==> src/rtl/imem_loader_if.sv <==
// Byte-stream receive handshake and instruction-memory write port of the boot loader.
// The slave modport is the loader's view; master is the environment (receiver + memory).
interface imem_loader_if #(
  parameter int IMEM_W = 14,
  parameter int W      = 32
);
  logic [7:0]        rx_data_i;
  logic              rx_valid_i;
  logic              rx_ready_o;
  logic              wr_en_o;
  logic [IMEM_W-1:0] wr_addr_o;
  logic [W-1:0]      wr_data_o;

  modport slave (
    input  rx_data_i,
    input  rx_valid_i,
    output rx_ready_o,
    output wr_en_o,
    output wr_addr_o,
    output wr_data_o
  );

  modport master (
    output rx_data_i,
    output rx_valid_i,
    input  rx_ready_o,
    input  wr_en_o,
    input  wr_addr_o,
    input  wr_data_o
  );
endinterface

==> src/rtl/imem_loader.sv <==
// Boot-time loader: assembles little-endian words from a byte stream, writes them to
// instruction memory and verifies a trailing XOR checksum byte.
//
// state   | meaning
// IDLE    | waiting for start_i; done/err from the previous load held
// RECV    | accepting the four bytes of the current word
// WRITE   | one-cycle write strobe for the assembled word
// CHECK   | accepting the checksum byte
// DONE    | one cycle with done set and busy cleared, then back to IDLE
module imem_loader #(
  parameter int IMEM_W = 14,
  parameter int W      = 32
) (
  input  logic              clk_i,
  input  logic              rst_i,
  input  logic              start_i,
  input  logic [IMEM_W-3:0] len_i,
  imem_loader_if.slave      bus_io,
  output logic              busy_o,
  output logic              done_o,
  output logic              err_o
);

  typedef enum logic [2:0] {
    S_IDLE,
    S_RECV,
    S_WRITE,
    S_CHECK,
    S_DONE
  } state_t;

  localparam logic [IMEM_W-1:0] ADDR_STEP = IMEM_W'(4);
  localparam logic [IMEM_W-3:0] CNT_ONE   = (IMEM_W-2)'(1);

  state_t            state_q, state_d;
  logic [IMEM_W-3:0] cnt_q,   cnt_d;
  logic [1:0]        idx_q,   idx_d;
  logic [IMEM_W-1:0] addr_q,  addr_d;
  logic [W-1:0]      word_q,  word_d;
  logic [7:0]        csum_q,  csum_d;
  logic              rdy_q,   rdy_d;
  logic              wen_q,   wen_d;
  logic              busy_q,  busy_d;
  logic              done_q,  done_d;
  logic              err_q,   err_d;

  logic              accept;

  assign accept = bus_io.rx_valid_i & rdy_q;

  always_comb begin
    state_d = state_q;
    cnt_d   = cnt_q;
    idx_d   = idx_q;
    addr_d  = addr_q;
    word_d  = word_q;
    csum_d  = csum_q;
    rdy_d   = rdy_q;
    wen_d   = 1'b0;
    busy_d  = busy_q;
    done_d  = done_q;
    err_d   = err_q;

    case (state_q)
      S_IDLE: begin
        rdy_d = 1'b0;
        if (start_i) begin
          // A zero length wraps the down-counter, giving a full-depth load.
          cnt_d   = len_i;
          addr_d  = '0;
          idx_d   = 2'd0;
          csum_d  = 8'h00;
          done_d  = 1'b0;
          err_d   = 1'b0;
          busy_d  = 1'b1;
          rdy_d   = 1'b1;
          state_d = S_RECV;
        end
      end

      S_RECV: begin
        if (accept) begin
          word_d[{idx_q, 3'b000} +: 8] = bus_io.rx_data_i;
          csum_d = csum_q ^ bus_io.rx_data_i;
          idx_d  = idx_q + 2'd1;
          if (idx_q == 2'd3) begin
            rdy_d   = 1'b0;
            wen_d   = 1'b1;
            state_d = S_WRITE;
          end
        end
      end

      S_WRITE: begin
        addr_d = addr_q + ADDR_STEP;
        cnt_d  = cnt_q - CNT_ONE;
        rdy_d  = 1'b1;
        if (cnt_q == CNT_ONE) begin
          state_d = S_CHECK;
        end else begin
          state_d = S_RECV;
        end
      end

      S_CHECK: begin
        if (accept) begin
          err_d   = (bus_io.rx_data_i != csum_q);
          rdy_d   = 1'b0;
          busy_d  = 1'b0;
          done_d  = 1'b1;
          state_d = S_DONE;
        end
      end

      S_DONE: begin
        rdy_d   = 1'b0;
        state_d = S_IDLE;
      end

      default: begin
        rdy_d   = 1'b0;
        busy_d  = 1'b0;
        state_d = S_IDLE;
      end
    endcase
  end

  always_ff @(posedge clk_i or posedge rst_i) begin
    if (rst_i) begin
      state_q <= S_IDLE;
      cnt_q   <= '0;
      idx_q   <= 2'd0;
      addr_q  <= '0;
      word_q  <= '0;
      csum_q  <= 8'h00;
      rdy_q   <= 1'b0;
      wen_q   <= 1'b0;
      busy_q  <= 1'b0;
      done_q  <= 1'b0;
      err_q   <= 1'b0;
    end else begin
      state_q <= state_d;
      cnt_q   <= cnt_d;
      idx_q   <= idx_d;
      addr_q  <= addr_d;
      word_q  <= word_d;
      csum_q  <= csum_d;
      rdy_q   <= rdy_d;
      wen_q   <= wen_d;
      busy_q  <= busy_d;
      done_q  <= done_d;
      err_q   <= err_d;
    end
  end

  assign bus_io.rx_ready_o = rdy_q;
  assign bus_io.wr_en_o    = wen_q;
  assign bus_io.wr_addr_o  = addr_q;
  assign bus_io.wr_data_o  = word_q;
  assign busy_o            = busy_q;
  assign done_o            = done_q;
  assign err_o             = err_q;

endmodule

==> src/flat_wrapper.sv <==
// flat-port wrapper written by rule: the top's interface ports become plain ports
module imem_loader_flat 
#(
  parameter int IMEM_W = 14,
  parameter int W      = 32
)
  (clk_i, rst_i, start_i, len_i, busy_o, done_o, err_o, bus_io_rx_data_i, bus_io_rx_valid_i, bus_io_rx_ready_o, bus_io_wr_en_o, bus_io_wr_addr_o, bus_io_wr_data_o);
  imem_loader_if #(.IMEM_W(IMEM_W), .W(W)) bus_io_i ();
  input  logic clk_i;
  input  logic rst_i;
  input  logic start_i;
  input  logic [IMEM_W-3:0] len_i;
  output logic busy_o;
  output logic done_o;
  output logic err_o;
  input wire logic [$bits(bus_io_i.rx_data_i)-1:0] bus_io_rx_data_i;
  input wire logic [$bits(bus_io_i.rx_valid_i)-1:0] bus_io_rx_valid_i;
  output wire logic [$bits(bus_io_i.rx_ready_o)-1:0] bus_io_rx_ready_o;
  output wire logic [$bits(bus_io_i.wr_en_o)-1:0] bus_io_wr_en_o;
  output wire logic [$bits(bus_io_i.wr_addr_o)-1:0] bus_io_wr_addr_o;
  output wire logic [$bits(bus_io_i.wr_data_o)-1:0] bus_io_wr_data_o;
  assign bus_io_i.rx_data_i = bus_io_rx_data_i;
  assign bus_io_i.rx_valid_i = bus_io_rx_valid_i;
  assign bus_io_rx_ready_o = bus_io_i.rx_ready_o;
  assign bus_io_wr_en_o = bus_io_i.wr_en_o;
  assign bus_io_wr_addr_o = bus_io_i.wr_addr_o;
  assign bus_io_wr_data_o = bus_io_i.wr_data_o;
  imem_loader #(.IMEM_W(IMEM_W), .W(W)) u_core (.clk_i(clk_i), .rst_i(rst_i), .start_i(start_i), .len_i(len_i), .bus_io(bus_io_i), .busy_o(busy_o), .done_o(done_o), .err_o(err_o));
endmodule
==> config.mk <==
export PLATFORM = sky130hd
export DESIGN_NAME = imem_loader_flat
export DESIGN_NICKNAME = d
export VERILOG_FILES = /design/src/rtl/imem_loader_if.sv /design/src/rtl/imem_loader.sv /design/src/flat_wrapper.sv
export SDC_FILE = /design/constraint.sdc
export NUM_CORES = 1
export LEC_CHECK = 0
export CORE_AREA = 4 4 98 100
export CTS_BUF_LIST = sky130_fd_sc_hd__clkbuf_8
export CTS_CLUSTER_DIAMETER = 150
export DETAILED_ROUTE_END_ITERATION = 12
export DIE_AREA = 0 0 102 104
export PLACE_DENSITY = 0.68
export SLEW_MARGIN = 40
export SYNTH_ARGS = -nofsm -noshare
export SYNTH_HDL_FRONTEND = slang
export SYNTH_SLANG_ARGS = --single-unit
==> constraint.sdc <==
create_clock -name clk_i -period 5.3 [get_ports clk_i]
set_input_delay 1.06 -clock clk_i [delete_from_list [all_inputs] [get_ports clk_i]]
set_output_delay 1.06 -clock clk_i [all_outputs]
set_load 0.02 [all_outputs]
# Yosys cells after proc, flatten, opt, wreduce, memory -nomap -nowiden
# Cells that the tools add are included.
[word_totals]
out_inout_bits = 51
elab_cells = 75
in_bits = 24
register_bits = 76
[classes]
shift = 2
bitwise = 3
n_mux = 32
eq_ne = 11
n_reduce_logical = 12
n_addsub = 4
[ops]
columns = ["operator", "n"]
rows = [
  ["bitwise mux 32 bit", 1],
  ["variable shift 8 x 7 -> 32 bit (first input constant)", 1],
  ["indexed part select 8 x 7 -> 32 bit", 1],
  ["one-hot mux 14 bit (2 select lines)", 1],
  ["one-hot mux 12 bit (2 select lines)", 1],
  ["2-to-1 mux 8 bit", 2],
  ["one-hot mux 8 bit (2 select lines)", 1],
  ["adder 14 x 3 -> 14 bit (second input constant)", 1],
  ["2-to-1 mux 14 bit", 1],
  ["== test 12 x 1 -> 1 bit (second input constant)", 1],
  ["2-to-1 mux 12 bit", 1],
  ["2-to-1 mux 3 bit", 4],
  ["one-hot mux 3 bit (4 select lines)", 1],
  ["AND reduction 3 bit", 4],
  ["subtractor 12 x 1 -> 12 bit (second input constant)", 1],
  ["2-to-1 mux 1 bit", 11],
  ["!= test 8 bit", 1],
  ["XOR 8 bit", 1],
  ["negation 5 -> 7 bit", 1],
  ["== test 3 x 2 -> 1 bit (second input constant)", 2],
  ["2-to-1 mux 2 bit", 3],
  ["!= test 2 x 1 -> 1 bit (second input constant)", 3],
  ["nonzero test 2 bit", 3],
  ["one-hot mux 1 bit (2 select lines)", 2],
  ["other kinds (14)", 15],
]

# Logic depth before layout (Yosys ltp)
# Gate-level depths: netlist of the first run.
[depth]
ltp_word = 4
ltp_mapped = 6
mapped_depth_nobuf = 6

# Worst setup path before layout of the first run
# OpenSTA, ideal clock, no wires.
[synth_timing]
path_type = "in2reg"
from = "input port bus_io_rx_valid_i"
to = "register u_core.word_q[29] (netlist: u_core.bus_io.wr_data_o[29])"
t_arrival_ns = 2.039
setup_time_ns = 0.136
path_buffers = 2
stages = 6
required_ns = 5.164
slack_ns = 3.124
path_cell_list = "and2_1 > clkbuf_1 > nand3_1 > clkbuf_1 > nand2_1 > o21ai_0"
[synth_via]
elab_chain_len = 2
[synth_lines]
columns = ["item", "line", "text"]
rows = [
  ["start: declaration", "flat_wrapper.sv:17", "input wire logic [$bits(bus_io_i.rx_valid_i)-1:0] bus_io_rx_valid_i;"],
  ["bitwise AND 1 bit", "imem_loader.sv:49", "assign accept = bus_io.rx_valid_i & rdy_q;"],
  ["AND reduction 2 bit (no line)", "-", ""],
  ["end signal: assignment", "imem_loader.sv:146", "word_q <= word_d;"],
  ["end: declaration", "imem_loader.sv:39", "logic [W-1:0] word_q, word_d;"],
]
# Every way passes these cells.
# A chain may end at the register's enable or synchronous reset.

# Worst setup path in the final report of the first run
[layout_timing]
from = "input port start_i"
to = "register u_core.csum_q[4]"
[layout_via]
elab_chain_len = 2
[layout_lines]
columns = ["item", "line", "text"]
rows = [
  ["start: declaration", "flat_wrapper.sv:11", "input logic start_i;"],
  ["!= test 2 bit (no line)", "-", ""],
  ["AND reduction 3 bit (no line)", "-", ""],
  ["end signal: assignment", "imem_loader.sv:147", "csum_q <= csum_d;"],
  ["end: declaration", "imem_loader.sv:40", "logic [7:0] csum_q, csum_d;"],
]
# Every way passes these cells.

==> results of run 1 <==
-- layer usage --
metal  vias up  share of wire, %  GRT usage [%]  wire (um)
li1       1544                 -              -          -
met1      1480                48           24.9       4190
met2        68                45           25.6       3930
met3        11               4.9           2.82        428
met4         0               1.5           5.90        126
met5         -                 0              0          0
-- cell type report --
class                   instances  share of cell area [%]
multi-input cells             300                    37.0
clock buffers                  10                    2.93
well taps                     108                    2.88
repair buffers                 74                    15.7
flip-flops and latches         74                    39.5
inverters                      11                   0.934
clock inverters                 6                    1.07
-- cells by family (layout without fill, tap and decap cells) --
kind of cell,after synthesis,after routing,synth area share [%]
multiplexers,7,7,1.94
adder cells (fa/ha/maj),9,9,3.02
AO/OA/AOI/OAI,102,102,16.5
buffers and inverters,36,101,4.52
AND/OR/NAND/NOR,171,171,22.2
flip-flops,74,74,49.6
other,1,2,0.100
XOR/XNOR,9,9,2.11
-- final timing paths --
| check | end | slack [ps] | cells after the start |
|---|---|---|---|
| setup / recovery | u_core.csum_q[4]$_DFFE_PP0P_ | 2430 | 5 |
| hold / removal | u_core.bus_io.wr_data_o[5]$_DFFE_PP0P_ | 480 | 2 |
| setup reg to reg | u_core.cnt_q[5]$_DFFE_PP0P_ | 3030 | 4 |
| hold reg to reg | u_core.bus_io.wr_data_o[5]$_DFFE_PP0P_ | 480 | 2 |
| max in group asynchronous | u_core.bus_io.wr_data_o[15]$_DFFE_PP0P_ | 3380 | 3 |
| min in group asynchronous | u_core.bus_io.wr_addr_o[12]$_DFFE_PP0P_ | 1130 | 2 |
-- sequential cells by signal (all words and copies together) (netlist names) --
name,count
u_core.err_o,1
u_core.bus_io.wr_data_o,32
u_core.cnt_q,12
u_core.bus_io.wr_en_o,1
u_core.done_o,1
u_core.bus_io.wr_addr_o,12
u_core.bus_io.rx_ready_o,1
u_core.state_q,3
u_core.csum_q,8
u_core.busy_o,1
u_core.idx_q,2
-- cell usage after synthesis, types with 3 or more instances --
library cell,instances
sky130_fd_sc_hd__nand2_1,97
sky130_fd_sc_hd__dfrtp_1,74
sky130_fd_sc_hd__o21ai_0,59
sky130_fd_sc_hd__nand3_1,20
sky130_fd_sc_hd__clkbuf_1,17
sky130_fd_sc_hd__inv_1,11
sky130_fd_sc_hd__nor2_1,11
sky130_fd_sc_hd__o211ai_1,10
sky130_fd_sc_hd__ha_1,9
sky130_fd_sc_hd__xnor2_1,8
sky130_fd_sc_hd__a21oi_1,7
sky130_fd_sc_hd__nor3_1,7
sky130_fd_sc_hd__a22o_1,6
sky130_fd_sc_hd__nor2b_1,6
sky130_fd_sc_hd__mux2i_1,5
sky130_fd_sc_hd__a31oi_1,4
sky130_fd_sc_hd__and3_1,4
sky130_fd_sc_hd__nand4_1,4
sky130_fd_sc_hd__buf_4,3
sky130_fd_sc_hd__buf_6,3
sky130_fd_sc_hd__nor3b_1,3
sky130_fd_sc_hd__o311ai_0,3
-- where the power goes --
| group | total [mW] | internal, mW | switching [mW] |
|---|---|---|---|
| sequential | 0.898 | 0.735 | 0.163 |
| combinational | 0.878 | 0.399 | 0.479 |
| clock | 0.411 | 0.187 | 0.224 |
| total | 2.19 | 1.32 | 0.866 |
-- critical path, stage by stage --
cell and delay [ps]:
sky130_fd_sc_hd__clkdlybuf4s50_1 790, sky130_fd_sc_hd__nor4b_2 550, sky130_fd_sc_hd__a21oi_1 310, sky130_fd_sc_hd__o21ai_0 260
sky130_fd_sc_hd__o21ai_0 130
==> impl_metrics.ini, run 1 <==
[sta]
timing_worst_slew_pin_value_ps = 813
slew_headroom_pct = 45.8
timing.setup.tns_ps = 0
slew_violations = 0
timing.final.crit_share_pct = 54.2
hold_violations = 0
setup_viol = 0
fin_worst_hold_slack_ps = 478
timing.fmax_ghz = 0.348
grt_setup_unrepaired = false
finalClockSkew_ps = 12.9
setup_slack_ps = 2430
post-route-min-period_ps = 2870

[clocking]
max-clock-path-buffers = 2
cts_hold_buffers = 0
cts.reportedPaths.clkPinSlew_ps = 80
clk-insertion-delay-late_ps = 350
cts.sinks = 74
ctsRootBufferMaster = sky130_fd_sc_hd__clkbuf_8
htreeDepth = 3
numCtsBuffers = 9
cts_resized = 0
setup_repair_bufs_after_cts = 0
cts_tree = yes

[setup_path]
critical_path.max_fanout = 15
timing.critical_path.from = start_i
cp.arrival_ps = 3090
setup.worst_path.end_class = flip-flop
criticalPathCategory = in2reg
startpoint_type = input pin
required_ps = 5520
worstReg2RegStart = u_core.state_q[1]$_DFFE_PP0P_

[placement]
detailed_place.area_mm2 = 0.00449
portBuffers = 72
gpl.final_weighted_congestion = 0.806
placed_wire_length_estimate_mm = 6.09
dp.cells = 567
dp_worst_setup_slack_ps = 2060

[synthesis]
syn_inst = 409
ys_async_sr_fraction_pct = 100
synth_area_per_cell_um2 = 9.13
synth.lib_cells_used.distinct = 54
ys.warnings.count = 0
synth_top_area_share_pct = 49.6
synth_seq_cells = 74
synth-edff-count = 0
yosysSeqAreaShare_pct = 49.6
synth_top_cells_by_area = sky130_fd_sc_hd__dfrtp_1 50%, sky130_fd_sc_hd__nand2_1 9.8%, sky130_fd_sc_hd__o21ai_0 7.9%
syn_area_mm2 = 0.00373
library_cell_occupying_the_most_area_in_the_post_synthesis_netlist = sky130_fd_sc_hd__dfrtp_1
synth_top_flop_cell = sky130_fd_sc_hd__dfrtp_1

[detailed_routing]
drt-vias-per-instance = 5.32
post-route-drc-count = 0
postRouteWirelength_mm = 8.67
drtAntennaViolNets = 0
drt_iter0_drc = 141
drt-wirelength-per-cell_um = 14.9
via_count = 3103
firstDrtPassIters = 4

[power_and_ir_drop]
power-per-cell-area_mw_per_mm2 = 466
vdd_ir_drop_max_v = 0.000252
post-layout-total-power_mw = 2.19
static-leakage-power_nw = 1.96

[die]
die_area_mm2 = 0.0106
fp.dieH_um = 104
num_io_pins = 75
core_ar_mm2 = 0.00868
die_width_um = 102
number_of_placement_rows = 34
floorplan.initialDensity_pct = 43.0

[finish]
area_used_by_multi_input_combinational_logic_mm2 = 0.00174
most-common-layout-cells = 97 x sky130_fd_sc_hd__nand2_1, 74 x sky130_fd_sc_hd__dfrtp_1, 72 x sky130_fd_sc_hd__clkdlybuf4s50_1, 59 x sky130_fd_sc_hd__o21ai_0, 20 x sky130_fd_sc_hd__nand3_1
syn_to_final_growth_pct = 25.6
num-nets-final = 503
post-route-util_pct = 54.1
fraction_of_final_layout_cells_with_drive_strength_greater_than_1_pct = 6.95
layout.area.seq_mm2 = 0.00185
antennaDiodeCount = 0
stdcell_area_mm2 = 0.00469
finish.cell_count_without_fillers = 583
layout_commonest_cell = sky130_fd_sc_hd__nand2_1
num-fill-cells = 794

[hold_path]
timing.hold.worst.class = reg2reg
holdCritStartpoint = u_core.bus_io.wr_data_o[5]$_DFFE_PP0P_

[global_routing]
grt.total_usage_pct = 17.1
first_global_vias = 2911
antenna_found_initial = 0
grt_max_degree = 48
globalRouteOverflowTotal = 0
grt_pass1_wl_mm = 14.6

[flow_run]
drv.max_cap_violation_count = 0

[outcome]
run_status = complete, no violations
No activity file was read; power rests on OpenSTA's default activity.
==> run 2: changes to the inputs <==
- clock period: 5.3 -> 2.7 ns (I/O delays scaled with it)
==> run 2 against run 1 <==
  * Clock power rose by 100%
  * Global-route usage rose by 0.051 points
  * Sequential share of layout area fell by 0.63 points
  * Register-to-register slack got worse by 2500 ps
  * Final cell count rose by 1.9%
  * First-iteration DRC count rose by 11%
  * Combinational power rose by 100%
  * Critical path depth fell by 1
  * Via count rose by 2.2%
  * Non-clock buffer count rose by 12
  * Largest cell class unchanged
==> impl_metrics.ini, run 2 (synthesized netlist as in run 1, its figures left out) <==
[outcome]
run_status = complete, no violations

[detailed_routing]
drt_iter0_drc = 157
via_count = 3172
postRouteWirelength_mm = 8.90
drt-vias-per-instance = 5.34
drt-wirelength-per-cell_um = 15.0
post-route-drc-count = 0
firstDrtPassIters = 4
drtAntennaViolNets = 0

[global_routing]
first_global_vias = 2958
grt.total_usage_pct = 17.1
grt_pass1_wl_mm = 14.6
grt_max_degree = 49
antenna_found_initial = 0
globalRouteOverflowTotal = 0

[finish]
syn_to_final_growth_pct = 27.7
layout_commonest_cell = sky130_fd_sc_hd__nand2_1
area_used_by_multi_input_combinational_logic_mm2 = 0.00172
layout.area.seq_mm2 = 0.00185
fraction_of_final_layout_cells_with_drive_strength_greater_than_1_pct = 8.02
most-common-layout-cells = 97 x sky130_fd_sc_hd__nand2_1, 74 x sky130_fd_sc_hd__dfrtp_1, 72 x sky130_fd_sc_hd__clkdlybuf4s50_1, 59 x sky130_fd_sc_hd__o21ai_0, 20 x sky130_fd_sc_hd__nand3_1
antennaDiodeCount = 0
num-nets-final = 515
largest_register_ff_count = 32
num-fill-cells = 786

[clocking]
htreeDepth = 3
ctsRootBufferMaster = sky130_fd_sc_hd__clkbuf_8
cts.reportedPaths.clkPinSlew_ps = 80
cts.sinks = 74
clk-insertion-delay-late_ps = 340
cts_hold_buffers = 0
setup_repair_bufs_after_cts = 0
cts_tree = yes
cts_resized = 0
max-clock-path-buffers = 2
numCtsBuffers = 9

[sta]
timing.setup.tns_ps = 0
post-route-min-period_ps = 2140
slew_headroom_pct = 46.7
hold_violations = 0
timing_worst_slew_pin_value_ps = 800
timing.final.crit_share_pct = 79.1
timing.fmax_ghz = 0.468
slew_violations = 0
finalClockSkew_ps = 12.8
setup_viol = 0
grt_setup_unrepaired = false

[die]
core_ar_mm2 = 0.00868
fp.dieH_um = 104
num_io_pins = 75
die_area_mm2 = 0.0106
number_of_placement_rows = 34
floorplan.initialDensity_pct = 43.0
die_width_um = 102

[placement]
placed_wire_length_estimate_mm = 6.19
gpl.final_weighted_congestion = 0.787
portBuffers = 72

[hold_path]
timing.hold.worst.class = in2async

[power_and_ir_drop]
post-layout-total-power_mw = 4.35
power-per-cell-area_mw_per_mm2 = 912
vdd_ir_drop_max_v = 0.000357
static-leakage-power_nw = 2.03

[setup_path]
cp.arrival_ps = 2420
required_ps = 2980
critical_path.max_fanout = 17
criticalPathCategory = reg2reg
setup.worst_path.end_class = flip-flop
startpoint_type = flip-flop

[flow_run]
drv.max_cap_violation_count = 0
run 2: cell types whose count changed in the layout (fill, tap and decap cells not counted), sizes merged:
cell | previous run | this run
buf | 2 | 14
bufinv | 0 | 1
clkbuf | 10 | 9
clkinvlp | 2 | 1
run 2: final timing paths:
path	startpoint	end	slack, ps	cells past startpoint
max reg2reg	u_core.state_q[1]$_DFFE_PP0P_	u_core.cnt_q[5]$_DFFE_PP0P_	560	4
max	u_core.state_q[1]$_DFFE_PP0P_	u_core.cnt_q[5]$_DFFE_PP0P_	560	4
min	rst_i	u_core.bus_io.wr_addr_o[5]$_DFFE_PP0P_	420	2
min in group clk_i	u_core.bus_io.wr_data_o[5]$_DFFE_PP0P_	u_core.bus_io.wr_data_o[5]$_DFFE_PP0P_	480	2
max in group asynchronous	rst_i	u_core.csum_q[5]$_DFFE_PP0P_	1750	3
min reg2reg	u_core.bus_io.wr_data_o[5]$_DFFE_PP0P_	u_core.bus_io.wr_data_o[5]$_DFFE_PP0P_	480	2
run 2: per-layer routing:
layer | routed length, um | global-route usage [%] | vias up | part of all wire (%)
met5 | 0 | 0 | - | 0
met4 | 92 | 4.50 | 0 | 1.0
met3 | 496 | 3.96 | 10 | 5.6
met2 | 4080 | 25.7 | 70 | 46
met1 | 4240 | 24.8 | 1517 | 48
li1 | - | - | 1575 | -
run 2: stage by stage:
| stage | cell area (um^2) | setup WS (ps) | hold slack [ps] | util, % | instances |
|---|---|---|---|---|---|
| 3_5_place_dp | 4580 | 344 | 469 | 52.8 | 579 |
| 2_1_floorplan | 3740 | 278 | 471 | - | 410 |
| 5_1_grt | 4770 | 442 | 441 | 54.9 | 594 |
| 3_3_place_gp | 4580 | 408 | 461 | 52.8 | 579 |
| 4_1_cts | 4770 | 636 | 422 | 54.9 | 594 |
| 6_report | 4770 | 564 | 421 | 54.9 | 594 |
run 2: critical path: stages, from the launching register on:
cell	delay [ps]
sky130_fd_sc_hd__dfrtp_1	690
sky130_fd_sc_hd__nor3b_2	660
sky130_fd_sc_hd__nand2_1	190
sky130_fd_sc_hd__or4_1	440
sky130_fd_sc_hd__nand3_1	90
run 2: power by group:
group | switching, mW | internal, mW
logic | 0.941 | 0.831
registers | 0.314 | 1.44
clock network | 0.403 | 0.417
run 2: final cells by class:
type / count / share of cell area, %
clock buffer: 9 / 2.60
multi-input combinational: 300 / 36.0
sequential: 74 / 38.8
inverter: 11 / 0.866
tap: 108 / 2.83
timing repair buffer: 86 / 17.6
clock inverter: 6 / 1.26
